$ cat src/rtl/tfe_flow_hash_gen.sv
// Pipelined CRC-16 flow hash over the 104-bit 5-tuple, with issue-history hazard spacing.
// Optional build macro SYMMETRIC_HASH_EN: orders the endpoints so both directions share one hash.
module tfe_flow_hash_gen #(
    parameter int          HAZ_WIN  = 4,
    parameter logic [15:0] CRC_POLY = 16'h1021,
    parameter logic [15:0] CRC_INIT = 16'hFFFF
) (
    input  logic        clk,
    input  logic        rst,
    input  logic [31:0] i_src_ip,
    input  logic [31:0] i_dst_ip,
    input  logic [15:0] i_src_port,
    input  logic [15:0] i_dst_port,
    input  logic [7:0]  i_proto,
    input  logic        i_valid,
    output logic        o_ready,
    output logic [15:0] o_hash,
    output logic        o_hash_valid,
    output logic [15:0] o_stall_cnt
);

    // MSB-first, non-reflected CRC update over one 26-bit message slice
    function automatic logic [15:0] crc_fold26(input logic [15:0] crc, input logic [25:0] data);
        logic [15:0] c;
        c = crc;
        for (int i = 25; i >= 0; i--) begin
            if (c[15] ^ data[i]) begin
                c = {c[14:0], 1'b0} ^ CRC_POLY;
            end else begin
                c = {c[14:0], 1'b0};
            end
        end
        return c;
    endfunction

    logic [4:0]   r_v;
    logic [15:0]  r_crc [5];
    logic [103:0] r_msg [4];
    logic         r_out_valid;
    logic [15:0]  r_out_hash;
    logic [HAZ_WIN-1:0] r_hist_v;
    logic [15:0]  r_hist_h [HAZ_WIN];
    logic [15:0]  r_stall_cnt;

    logic [103:0] w_msg;
    logic         w_stall;
    logic         w_issue;

    // Build the hash message from the presented tuple
    always_comb begin
        w_msg = {i_src_ip, i_dst_ip, i_src_port, i_dst_port, i_proto};
`ifdef SYMMETRIC_HASH_EN
        if ({i_src_ip, i_src_port} > {i_dst_ip, i_dst_port}) begin
            w_msg = {i_dst_ip, i_src_ip, i_dst_port, i_src_port, i_proto};
        end else begin
            w_msg = {i_src_ip, i_dst_ip, i_src_port, i_dst_port, i_proto};
        end
`endif
    end

    // Hazard: S4 candidate matches any valid slot of the recent-issue history
    always_comb begin
        w_stall = 1'b0;
        for (int j = 0; j < HAZ_WIN; j++) begin
            w_stall = w_stall | (r_v[4] & r_hist_v[j] & (r_hist_h[j] == r_crc[4]));
        end
    end

    assign w_issue      = r_v[4] & ~w_stall;
    assign o_ready      = ~w_stall;
    assign o_hash       = r_out_hash;
    assign o_hash_valid = r_out_valid;
    assign o_stall_cnt  = r_stall_cnt;

    // Capture stage S0 and fold stages S1..S4; the whole pipe freezes on a stall
    always_ff @(posedge clk or posedge rst) begin
        if (rst) begin
            r_v <= 5'd0;
            for (int k = 0; k < 5; k++) begin
                r_crc[k] <= 16'd0;
            end
            for (int k = 0; k < 4; k++) begin
                r_msg[k] <= 104'd0;
            end
        end else if (!w_stall) begin
            r_v[0]   <= i_valid;
            r_crc[0] <= CRC_INIT;
            r_msg[0] <= w_msg;
            for (int k = 1; k < 5; k++) begin
                r_v[k]   <= r_v[k-1];
                r_crc[k] <= crc_fold26(r_crc[k-1], r_msg[k-1][103-26*(k-1) -: 26]);
            end
            for (int k = 1; k < 4; k++) begin
                r_msg[k] <= r_msg[k-1];
            end
        end
    end

    // Output register and issue history; history shifts every cycle, bubbles included
    always_ff @(posedge clk or posedge rst) begin
        if (rst) begin
            r_out_valid <= 1'b0;
            r_out_hash  <= 16'd0;
            r_hist_v    <= '0;
            for (int j = 0; j < HAZ_WIN; j++) begin
                r_hist_h[j] <= 16'd0;
            end
        end else begin
            r_out_valid <= w_issue;
            if (w_issue) begin
                r_out_hash <= r_crc[4];
            end
            for (int j = HAZ_WIN - 1; j > 0; j--) begin
                r_hist_v[j] <= r_hist_v[j-1];
                r_hist_h[j] <= r_hist_h[j-1];
            end
            r_hist_v[0] <= w_issue;
            r_hist_h[0] <= r_crc[4];
        end
    end

    // Saturating stall-cycle counter
    always_ff @(posedge clk or posedge rst) begin
        if (rst) begin
            r_stall_cnt <= 16'd0;
        end else if (w_stall && (r_stall_cnt != 16'hFFFF)) begin
            r_stall_cnt <= r_stall_cnt + 16'd1;
        end
    end

endmodule
$ cat config.mk
export PLATFORM = sky130hd
export DESIGN_NAME = tfe_flow_hash_gen
export DESIGN_NICKNAME = d
export VERILOG_FILES = /design/src/rtl/tfe_flow_hash_gen.sv
export SDC_FILE = /design/constraint.sdc
export NUM_CORES = 1
export LEC_CHECK = 0
export CORE_ASPECT_RATIO = 1.5
export CORE_MARGIN = 10
export CORE_UTILIZATION = 55
export DETAILED_ROUTE_END_ITERATION = 10
export HOLD_SLACK_MARGIN = 0.03
export PLACE_DENSITY_LB_ADDON = 0.2
export SYNTH_ARGS = -nofsm -noshare
export SYNTH_HDL_FRONTEND = slang
export SYNTH_SLANG_ARGS = --single-unit
$ cat constraint.sdc
create_clock -name clk -period 17.28 [get_ports clk]
set_input_delay 1.728 -clock clk [delete_from_list [all_inputs] [get_ports clk]]
set_output_delay 1.728 -clock clk [all_outputs]
set_load 0.01 [all_outputs]
==> results of run 1 <==
[registers in the layout, indices dropped and copies added, names as in the netlist]
name / cells
r_hist_h: 64
r_crc: 65
r_msg: 260
r_v: 5
r_hist_v: 4
o_hash: 16
o_stall_cnt: 16
[stage by stage]
stage / hold slack (ns) / instances / cell area (um2)
after floorplan: 0.349 / 1957 / 19600
after global placement: 0.374 / 2486 / 21300
after detailed placement: 0.377 / 2486 / 21300
after CTS: 0.389 / 2559 / 22600
after global routing: 0.396 / 2559 / 22600
final: 0.388 / 2559 / 22600
[report_power, final]
part | leakage [nW] | internal [mW] | switching, mW | total, mW
Combinational | 4.95 | 1.92 | 1.76 | 3.68
Sequential | 5.04 | 1.33 | 0.185 | 1.52
Clock | 0.677 | 0.525 | 0.378 | 0.903
Total | 10.7 | 3.77 | 2.33 | 6.10
[layer usage]
layer | track usage (%) | vias to the layer above | routed length (um)
met4 | 7.23 | 0 | 1400
met2 | 36.0 | 151 | 22800
li1 | - | 6296 | -
met5 | 0 | - | 0
met3 | 2.22 | 74 | 854
met1 | 22.8 | 6228 | 17300
[cells in the mapped netlist (all sizes together), types with 4 or more instances]
library cell	count
nand2	849
dfrtp	430
xnor2	216
xor2	129
clkbuf	66
nor2	53
xnor3	30
buf	27
o21ai	25
mux2	23
nor4	21
a21oi	18
nand3	11
nor3	10
nand4	9
or4	6
inv	5
and3	4
xor3	4
[cells by family (layout without fill, tap and decap cells)]
| logic type | Yosys count | in the layout |
|---|---|---|
| buf+inv | 98 | 227 |
| fa+ha+maj | 1 | 1 |
| flops | 430 | 430 |
| compound gates | 50 | 50 |
| simple gates | 976 | 976 |
| xor+xnor | 379 | 379 |
| mux | 23 | 23 |
[cell type report]
type	count	area [um2]
flip-flops and latches	430	10800
fillers	2886	12500
well taps	473	592
clock inverters	13	126
repair buffers	149	1490
multi-input cells	1429	8420
inverters	5	26.3
clock buffers	60	1230
[worst reg2reg max path, delay by kind of cell (launching register included)]
family / cells / cell delay, ns
mux: 1 / 0.57
simple gates: 2 / 0.81
compound gates: 2 / 0.57
xor+xnor: 1 / 0.22
flops: 1 / 0.49
buf+inv: 2 / 1.39
[final timing paths]
kind	to	slack, ns	startpoint	depth (start not counted)
min in group asynchronous	o_stall_cnt[9]$_DFFE_PP0P_	1.79	rst	2
hold / removal	r_hist_h[45]$_DFF_PP0_	0.39	r_hist_h[61]$_DFF_PP0_	0
setup reg to reg	r_crc[31]$_DFFE_PP0N_	13.10	r_crc[3]$_DFFE_PP0N_	8
setup / recovery	o_ready	12.33	r_crc[3]$_DFFE_PP0N_	7
hold reg to reg	r_hist_h[45]$_DFF_PP0_	0.39	r_hist_h[61]$_DFF_PP0_	0
max in group asynchronous	r_msg[240]$_DFFE_PP0N_	13.09	rst	4
==> flow_summary.html, run 1 <==
<table>
<tr><th>Metric</th><th>Value</th></tr>
<tr><th colspan="2">Timing</th></tr>
<tr><td>Post-layout min period</td><td>between 4 and 5 ns</td></tr>
<tr><td>Setup Viol. Count Final</td><td>0</td></tr>
<tr><td>Clock skew after layout</td><td>0.0223 ns</td></tr>
<tr><td>Setup repair after global routing missed its margin</td><td>no</td></tr>
<tr><td>Tightest slew margin relative to the limit</td><td>10.7%</td></tr>
<tr><td>Setup TNS</td><td>0 ns</td></tr>
<tr><td>Portion of the clock cycle consumed by the worst path in the final layout</td><td>28.6%</td></tr>
<tr><td>Worst Tran Pin Value</td><td>1.34 ns</td></tr>
<tr><td>Final WS setup</td><td>between 10 and 15 ns</td></tr>
<tr><td>Top achievable clock speed</td><td>0.202 GHz</td></tr>
<tr><td>Number of max-slew violations in the final report</td><td>0</td></tr>
<tr><td>Count of endpoints failing hold in the final timing report</td><td>0</td></tr>
<tr><th colspan="2">Route</th></tr>
<tr><td>Average wire per cell in the routed design</td><td>16.5 um</td></tr>
<tr><td>TritonRoute pass-1 iters</td><td>5</td></tr>
<tr><td>Vias after detailed routing</td><td>12700</td></tr>
<tr><td>Wire length after detailed routing</td><td>42300 um</td></tr>
<tr><td>Post-detailed-route DRC marker count</td><td>0</td></tr>
<tr><td>Count of antenna-violating nets left after detailed routing</td><td>0</td></tr>
<tr><td>Number of vias per cell</td><td>between 4 and 5</td></tr>
<tr><td>Iteration-0 DRC count of the detailed router</td><td>approximately 800</td></tr>
<tr><th colspan="2">Synthesis</th></tr>
<tr><td>Post-synthesis net count</td><td>about 2100</td></tr>
<tr><td>Post-synthesis register bit count</td><td>430</td></tr>
<tr><td>Library cells used by synthesis</td><td>47</td></tr>
<tr><td>Proportion of synthesized flip-flops having asynchronous set or reset</td><td>100%</td></tr>
<tr><td>Post-synth design cell area</td><td>0.0196 mm2</td></tr>
<tr><td>Number of warning messages in the yosys log</td><td>0</td></tr>
<tr><td>Combinational family with the most area after synthesis</td><td>XOR/XNOR gates</td></tr>
<tr><td>Xor and xnor fraction of the mapped netlist area</td><td>slightly above 20%</td></tr>
<tr><td>Mean instance size in the synthesized netlist</td><td>10.0 um2</td></tr>
<tr><td>Synthesized-area fraction occupied by ao, oa, aoi and oai cells</td><td>1.41%</td></tr>
<tr><td>Mux contribution to synthesized area</td><td>1.50%</td></tr>
<tr><td>Sequential share of the synthesized area</td><td>55.0%</td></tr>
<tr><td>Post-synthesis share of cell area spent on full adders, half adders and majority gates</td><td>0.0639%</td></tr>
<tr><td>Fraction of synthesized cell area taken by the top area cell type</td><td>55.0%</td></tr>
<tr><td>Predominant post-synthesis flop cell</td><td>dfrtp_1</td></tr>
<tr><td>Simple logic cell fraction of the synthesized area</td><td>about a fifth</td></tr>
<tr><td>Top cell type by total area after synthesis</td><td>dfrtp_1</td></tr>
<tr><td>Synthesized instance count</td><td>1957</td></tr>
<tr><td>Synth area leaders</td><td>dfrtp_1, nand2_1, xnor2_1</td></tr>
<tr><td>Number of synthesized flops with an enable pin</td><td>0</td></tr>
<tr><th colspan="2">Critical path</th></tr>
<tr><td>Cell family with most CP delay</td><td>simple AND/OR/NAND/NOR gates</td></tr>
<tr><td>Kind of capture point of the worst setup path</td><td>primary output</td></tr>
<tr><td>Standard cell with the maximum stage delay on the critical path</td><td>or4_1</td></tr>
<tr><td>Peak per-stage delay on the critical path</td><td>0.63 ns</td></tr>
<tr><td>Data required time at the worst endpoint</td><td>15.55 ns</td></tr>
<tr><td>Maximum net fanout on the critical path</td><td>7</td></tr>
<tr><td>Ordered list of cells on the worst path</td><td>xor2_1 &gt; or4_1 &gt; nor3_2 &gt; and3_1 &gt; a311o_2 &gt; inv_2 &gt; clkdlybuf4s50_1</td></tr>
<tr><td>Critical path buffer and inverter count</td><td>2</td></tr>
<tr><td>Setup CP Type</td><td>flop to primary output</td></tr>
<tr><td>Critical path data arrival time</td><td>between 3 and 4 ns</td></tr>
<tr><td>Crit start category</td><td>flop</td></tr>
<tr><th colspan="2">Finish</th></tr>
<tr><td>Layout-stage area growth over the synthesis result</td><td>15.7%</td></tr>
<tr><td>Number of nets at the end of the flow</td><td>about 2200</td></tr>
<tr><td>Share of the core filled with cells in the final layout</td><td>roughly 65%</td></tr>
<tr><td>Antenna diode instance count</td><td>0</td></tr>
<tr><td>Top library cells by usage in the layout, fill and taps aside</td><td>nand2_1, dfrtp_1, xnor2_1</td></tr>
<tr><td>Share of cells above drive strength 1</td><td>6.09%</td></tr>
<tr><td>Most common cell after layout, fill and taps aside</td><td>nand2_1</td></tr>
<tr><th colspan="2">Floorplanning</th></tr>
<tr><td>Die width</td><td>174 um</td></tr>
<tr><td>Height of the die</td><td>251 um</td></tr>
<tr><td>Initial standard-cell utilization of the core</td><td>55.8%</td></tr>
<tr><td>Placeable core area</td><td>0.0351 mm2</td></tr>
<tr><td>Die Footprint</td><td>0.0437 mm2</td></tr>
<tr><td>Site row count</td><td>84</td></tr>
<tr><td>I/O pin count</td><td>around 140</td></tr>
<tr><th colspan="2">Run status</th></tr>
<tr><td>Outcome</td><td>finished, final reports clean</td></tr>
<tr><th colspan="2">Clock network</th></tr>
<tr><td>Number of buffers added by the clock tree synthesis step</td><td>41</td></tr>
<tr><td>Clock latency on the worst-skew pair</td><td>0.55 ns</td></tr>
<tr><td>Total of cells resized after clock tree synthesis</td><td>0</td></tr>
<tr><td>Htree depth</td><td>2</td></tr>
<tr><td>Number of buffers between clock root and the deepest sink</td><td>3</td></tr>
<tr><td>Number of buffers added to fix hold violations after cts</td><td>0</td></tr>
<tr><td>Clock root buffer</td><td>clkbuf_16</td></tr>
<tr><td>CTS clock-pin slew for the worst setup and hold paths</td><td>~0.060 ns</td></tr>
<tr><td>Clock tree sinks</td><td>430</td></tr>
<tr><td>CTS tree</td><td>done</td></tr>
<tr><td>Setup bufs post-CTS</td><td>0</td></tr>
<tr><th colspan="2">Global route</th></tr>
<tr><td>Wire length of the first global-routing pass</td><td>69600 um</td></tr>
<tr><td>Number of global-route vias before repair</td><td>13500</td></tr>
<tr><td>Maximum number of pins on one net before global-route repair</td><td>241</td></tr>
<tr><td>Global-route usage over all layers</td><td>roughly a fifth</td></tr>
<tr><td>Antenna violations before repair</td><td>0</td></tr>
<tr><td>Overflow after GRT</td><td>0</td></tr>
<tr><th colspan="2">Placed design</th></tr>
<tr><td>Detailed placement HPWL</td><td>29300 um</td></tr>
<tr><td>Pre-CTS setup slack</td><td>approximately 12 ns</td></tr>
<tr><td>Final RePlAce weighted congestion</td><td>0.856</td></tr>
<tr><td>IO buf count</td><td>140</td></tr>
<tr><th colspan="2">Power</th></tr>
<tr><td>Pwr Density</td><td>approximately 270 mW/mm2</td></tr>
<tr><td>Overall power of the completed layout</td><td>6.10 mW</td></tr>
<tr><td>Leakage</td><td>10.7 nW</td></tr>
<tr><td>Worst supply voltage drop on vdd</td><td>0.000201 V</td></tr>
<tr><th colspan="2">Run</th></tr>
<tr><td>MaxCap Viol Count</td><td>0</td></tr>
<tr><th colspan="2">Worst hold path</th></tr>
<tr><td>Type of the most critical hold path</td><td>flop to flop</td></tr>
</table>
No activity file was read; power rests on OpenSTA's default activity.
==> run 2, diff against run 1 <==
clock period = 4.9 ns   (was 17.28 ns; I/O delays follow)
==> run 2 against run 1 <==
  * Die area is the same
  * Clock power increased to 3.5 times the previous value
  * Total power grew to 3.5 times the previous value
  * Critical path type unchanged
  * Sequential share of layout area fell by 0.24 points
  * Critical endpoint unchanged
  * First-iteration DRC count shrank 8.4%
  * Count of clock-buffer cells in the layout decreased by 3
  * Sequential cell count is the same
  * Clock skew is 0.00076 ns lower
  * Final area grew 0.51%
  * Combinational power increased to 3.5 times the previous value
  * Setup slack worse by 11 ns
  * Utilization increased by 0.33 points
==> flow_summary.html, run 2 (synthesis gave the netlist of run 1 again) <==
<table>
<tr><th>Metric</th><th>Value</th></tr>
<tr><th colspan="2">Run status</th></tr>
<tr><td>Outcome</td><td>finished, final reports clean (unchanged)</td></tr>
<tr><th colspan="2">Floorplanning</th></tr>
<tr><td>Die Footprint</td><td>0.0437 mm2 (unchanged)</td></tr>
<tr><td>Height of the die</td><td>251 um (unchanged)</td></tr>
<tr><td>Placeable core area</td><td>0.0351 mm2 (unchanged)</td></tr>
<tr><td>Die width</td><td>174 um (unchanged)</td></tr>
<tr><td>I/O pin count</td><td>141 (unchanged)</td></tr>
<tr><td>Initial standard-cell utilization of the core</td><td>55.8% (unchanged)</td></tr>
<tr><td>Site row count</td><td>84 (unchanged)</td></tr>
<tr><th colspan="2">Global route</th></tr>
<tr><td>Number of global-route vias before repair</td><td>13600 (was 13500)</td></tr>
<tr><td>Overflow after GRT</td><td>0 (unchanged)</td></tr>
<tr><td>Antenna violations before repair</td><td>0 (unchanged)</td></tr>
<tr><td>Maximum number of pins on one net before global-route repair</td><td>162 (was 241)</td></tr>
<tr><td>Wire length of the first global-routing pass</td><td>70300 um (was 69600 um)</td></tr>
<tr><td>Global-route usage over all layers</td><td>19.7% (was 19.5%)</td></tr>
<tr><th colspan="2">Critical path</th></tr>
<tr><td>Endpoint of the most critical register-to-register path</td><td>r_msg[335]$_DFFE_PP0N_ (was r_crc[31]$_DFFE_PP0N_)</td></tr>
<tr><td>Critical Path Source</td><td>r_crc[2]$_DFFE_PP0N_ (was r_crc[3]$_DFFE_PP0N_)</td></tr>
<tr><td>Kind of capture point of the worst setup path</td><td>primary output (unchanged)</td></tr>
<tr><td>Slack of the worst reg-to-reg path</td><td>1.66 ns (was 13.10 ns)</td></tr>
<tr><td>Setup CP Type</td><td>flop to primary output (unchanged)</td></tr>
<tr><td>Data required time at the worst endpoint</td><td>4.41 ns (was 15.55 ns)</td></tr>
<tr><td>Maximum net fanout on the critical path</td><td>7 (unchanged)</td></tr>
<tr><td>Path depth of the worst reg2reg path</td><td>9 (was 8)</td></tr>
<tr><td>Critical path data arrival time</td><td>3.31 ns (was 3.22 ns)</td></tr>
<tr><td>Crit start category</td><td>flop (unchanged)</td></tr>
<tr><td>Ordered list of cells on the worst path</td><td>xor2_1 &gt; or4_1 &gt; nor3_2 &gt; and3_1 &gt; a311o_2 &gt; inv_2 &gt; clkdlybuf4s50_1 (unchanged)</td></tr>
<tr><td>Standard cell with the maximum stage delay on the critical path</td><td>or4_1 (unchanged)</td></tr>
<tr><td>Launch point of the worst reg-to-reg path</td><td>r_crc[2]$_DFFE_PP0N_ (was r_crc[3]$_DFFE_PP0N_)</td></tr>
<tr><td>Peak per-stage delay on the critical path</td><td>0.63 ns (about the same)</td></tr>
<tr><th colspan="2">Route</th></tr>
<tr><td>Post-detailed-route DRC marker count</td><td>0 (unchanged)</td></tr>
<tr><td>Vias after detailed routing</td><td>13000 (was 12700)</td></tr>
<tr><td>Iteration-0 DRC count of the detailed router</td><td>734 (was 801)</td></tr>
<tr><td>Count of antenna-violating nets left after detailed routing</td><td>0 (unchanged)</td></tr>
<tr><td>TritonRoute pass-1 iters</td><td>8 (was 5)</td></tr>
<tr><td>Wire length after detailed routing</td><td>42800 um (was 42300 um)</td></tr>
<tr><td>Average wire per cell in the routed design</td><td>16.6 um (was 16.5 um)</td></tr>
<tr><td>Number of vias per cell</td><td>5.04 (was 4.98)</td></tr>
<tr><th colspan="2">Finish</th></tr>
<tr><td>Most flop-heavy register</td><td>r_msg (unchanged)</td></tr>
<tr><td>Max reg flops</td><td>260 (unchanged)</td></tr>
<tr><td>Leading registers by flop count</td><td>r_msg (260), r_crc (65), r_hist_h (64) (unchanged)</td></tr>
<tr><td>Top library cells by usage in the layout, fill and taps aside</td><td>nand2_1, dfrtp_1, xnor2_1 (unchanged)</td></tr>
<tr><td>Share of cells above drive strength 1</td><td>6.63% (was 6.09%)</td></tr>
<tr><td>Post-route standard cell area excluding fillers</td><td>0.0228 mm2 (was 0.0226 mm2)</td></tr>
<tr><td>Most common cell after layout, fill and taps aside</td><td>nand2_1 (unchanged)</td></tr>
<tr><td>Layout-stage area growth over the synthesis result</td><td>16.2% (was 15.7%)</td></tr>
<tr><td>Antenna diode instance count</td><td>0 (unchanged)</td></tr>
<tr><td>Number of nets at the end of the flow</td><td>2174 (was 2164)</td></tr>
<tr><th colspan="2">Timing</th></tr>
<tr><td>Clock skew after layout</td><td>0.0216 ns (was 0.0223 ns)</td></tr>
<tr><td>Setup Viol. Count Final</td><td>0 (unchanged)</td></tr>
<tr><td>Setup repair after global routing missed its margin</td><td>no (unchanged)</td></tr>
<tr><td>Post-layout min period</td><td>3.80 ns</td></tr>
<tr><td>Top achievable clock speed</td><td>between 0.2 and 0.3 GHz</td></tr>
<tr><td>Setup TNS</td><td>0 ns (unchanged)</td></tr>
<tr><td>Number of max-slew violations in the final report</td><td>0 (unchanged)</td></tr>
<tr><td>Portion of the clock cycle consumed by the worst path in the final layout</td><td>77.5%</td></tr>
<tr><td>Tightest slew margin relative to the limit</td><td>21.7% (was 10.7%)</td></tr>
<tr><td>Worst Tran Pin Value</td><td>1.16 ns (was 1.34 ns)</td></tr>
<tr><td>Final WS setup</td><td>1.10 ns (was 12.33 ns)</td></tr>
<tr><td>Count of endpoints failing hold in the final timing report</td><td>0 (unchanged)</td></tr>
<tr><th colspan="2">Clock network</th></tr>
<tr><td>Setup bufs post-CTS</td><td>0 (unchanged)</td></tr>
<tr><td>Clock root buffer</td><td>clkbuf_16 (unchanged)</td></tr>
<tr><td>Clock latency on the worst-skew pair</td><td>0.55 ns (about the same)</td></tr>
<tr><td>Clock tree sinks</td><td>430 (unchanged)</td></tr>
<tr><td>Number of buffers added to fix hold violations after cts</td><td>0 (unchanged)</td></tr>
<tr><td>Htree depth</td><td>2 (unchanged)</td></tr>
<tr><td>CTS clock-pin slew for the worst setup and hold paths</td><td>0.06 ns (about the same)</td></tr>
<tr><td>Number of buffers between clock root and the deepest sink</td><td>3 (unchanged)</td></tr>
<tr><td>Total of cells resized after clock tree synthesis</td><td>0 (unchanged)</td></tr>
<tr><td>CTS tree</td><td>done (unchanged)</td></tr>
<tr><td>Number of buffers added by the clock tree synthesis step</td><td>41 (unchanged)</td></tr>
<tr><th colspan="2">Placed design</th></tr>
<tr><td>IO buf count</td><td>140 (unchanged)</td></tr>
<tr><td>Pre-CTS setup slack</td><td>1.67 ns (was 12.37 ns)</td></tr>
<tr><td>Detailed placement HPWL</td><td>30300 um (was 29300 um)</td></tr>
<tr><td>Final RePlAce weighted congestion</td><td>0.883 (was 0.856)</td></tr>
<tr><td>Area after detailed placement</td><td>0.0214 mm2 (was 0.0213 mm2)</td></tr>
<tr><th colspan="2">Worst hold path</th></tr>
<tr><td>Type of the most critical hold path</td><td>input port to async pin (was flop to flop)</td></tr>
<tr><th colspan="2">Power</th></tr>
<tr><td>Overall power of the completed layout</td><td>21.4 mW (was 6.10 mW)</td></tr>
<tr><td>Worst supply voltage drop on vdd</td><td>0.000882 V (was 0.000201 V)</td></tr>
<tr><td>Pwr Density</td><td>941 mW/mm2 (was 269 mW/mm2)</td></tr>
<tr><td>Leakage</td><td>10.7 nW (about the same)</td></tr>
<tr><th colspan="2">Run</th></tr>
<tr><td>MaxCap Viol Count</td><td>0 (unchanged)</td></tr>
</table>
## run 2: cell count changes in the layout (fill, tap and decap cells not counted), sizes merged
cell      before  now
clkinvlp       0    3
buf            9   19
clkbuf        60   57
inv            8    5
clkinv         8   11
## run 2: cell type report
cell class,count,area [um2]
multi-input cells,1429,8420
well taps,473,592
clock inverters,16,143
fillers,2917,12300
flip-flops and latches,430,10800
repair buffers,159,1620
inverters,5,22.5
clock buffers,57,1210
## run 2: how the worst max path moves through the flow
stage          slack, ns  depth (start not counted)                    end
6_report            1.10                          7                o_ready
5_1_grt             1.04                          7                o_ready
4_1_cts             1.06                          7                o_ready
3_5_place_dp        1.67                          7                o_ready
3_3_place_gp        1.65                          7                o_ready
2_1_floorplan      -1.40                          1  o_hash[0]$_DFFE_PP0P_
## run 2: where the power goes
group | leakage (nW) | total, mW | internal (mW) | switching, mW
combinational | 5.01 | 12.9 | 6.76 | 6.13
sequential | 5.04 | 5.35 | 4.69 | 0.664
clock | 0.671 | 3.17 | 1.83 | 1.33
## run 2: metal layers
metal,wire length [um],up-vias,GRT usage (%)
met4,1390,0,7.47
met5,0,-,0
met3,1020,80,2.39
li1,-,6314,-
met1,17100,6373,22.6
met2,23300,189,36.5
## run 2: critical path: cells and delay by family (launching register included)
kind | cells | cell delay [ns]
simple gates | 3 | 1.22
buf+inv | 2 | 0.65
compound gates | 1 | 0.15
flops | 1 | 0.48
xor+xnor | 1 | 0.26
## run 2: per-stage QoR
step,util (%),hold WS (ns),instances
6_report,64.8,0.329,2569
3_5_place_dp,61.0,0.377,2496
3_3_place_gp,61.0,0.375,2496
5_1_grt,64.8,0.346,2569
4_1_cts,64.8,0.330,2569
2_1_floorplan,-,0.349,1957
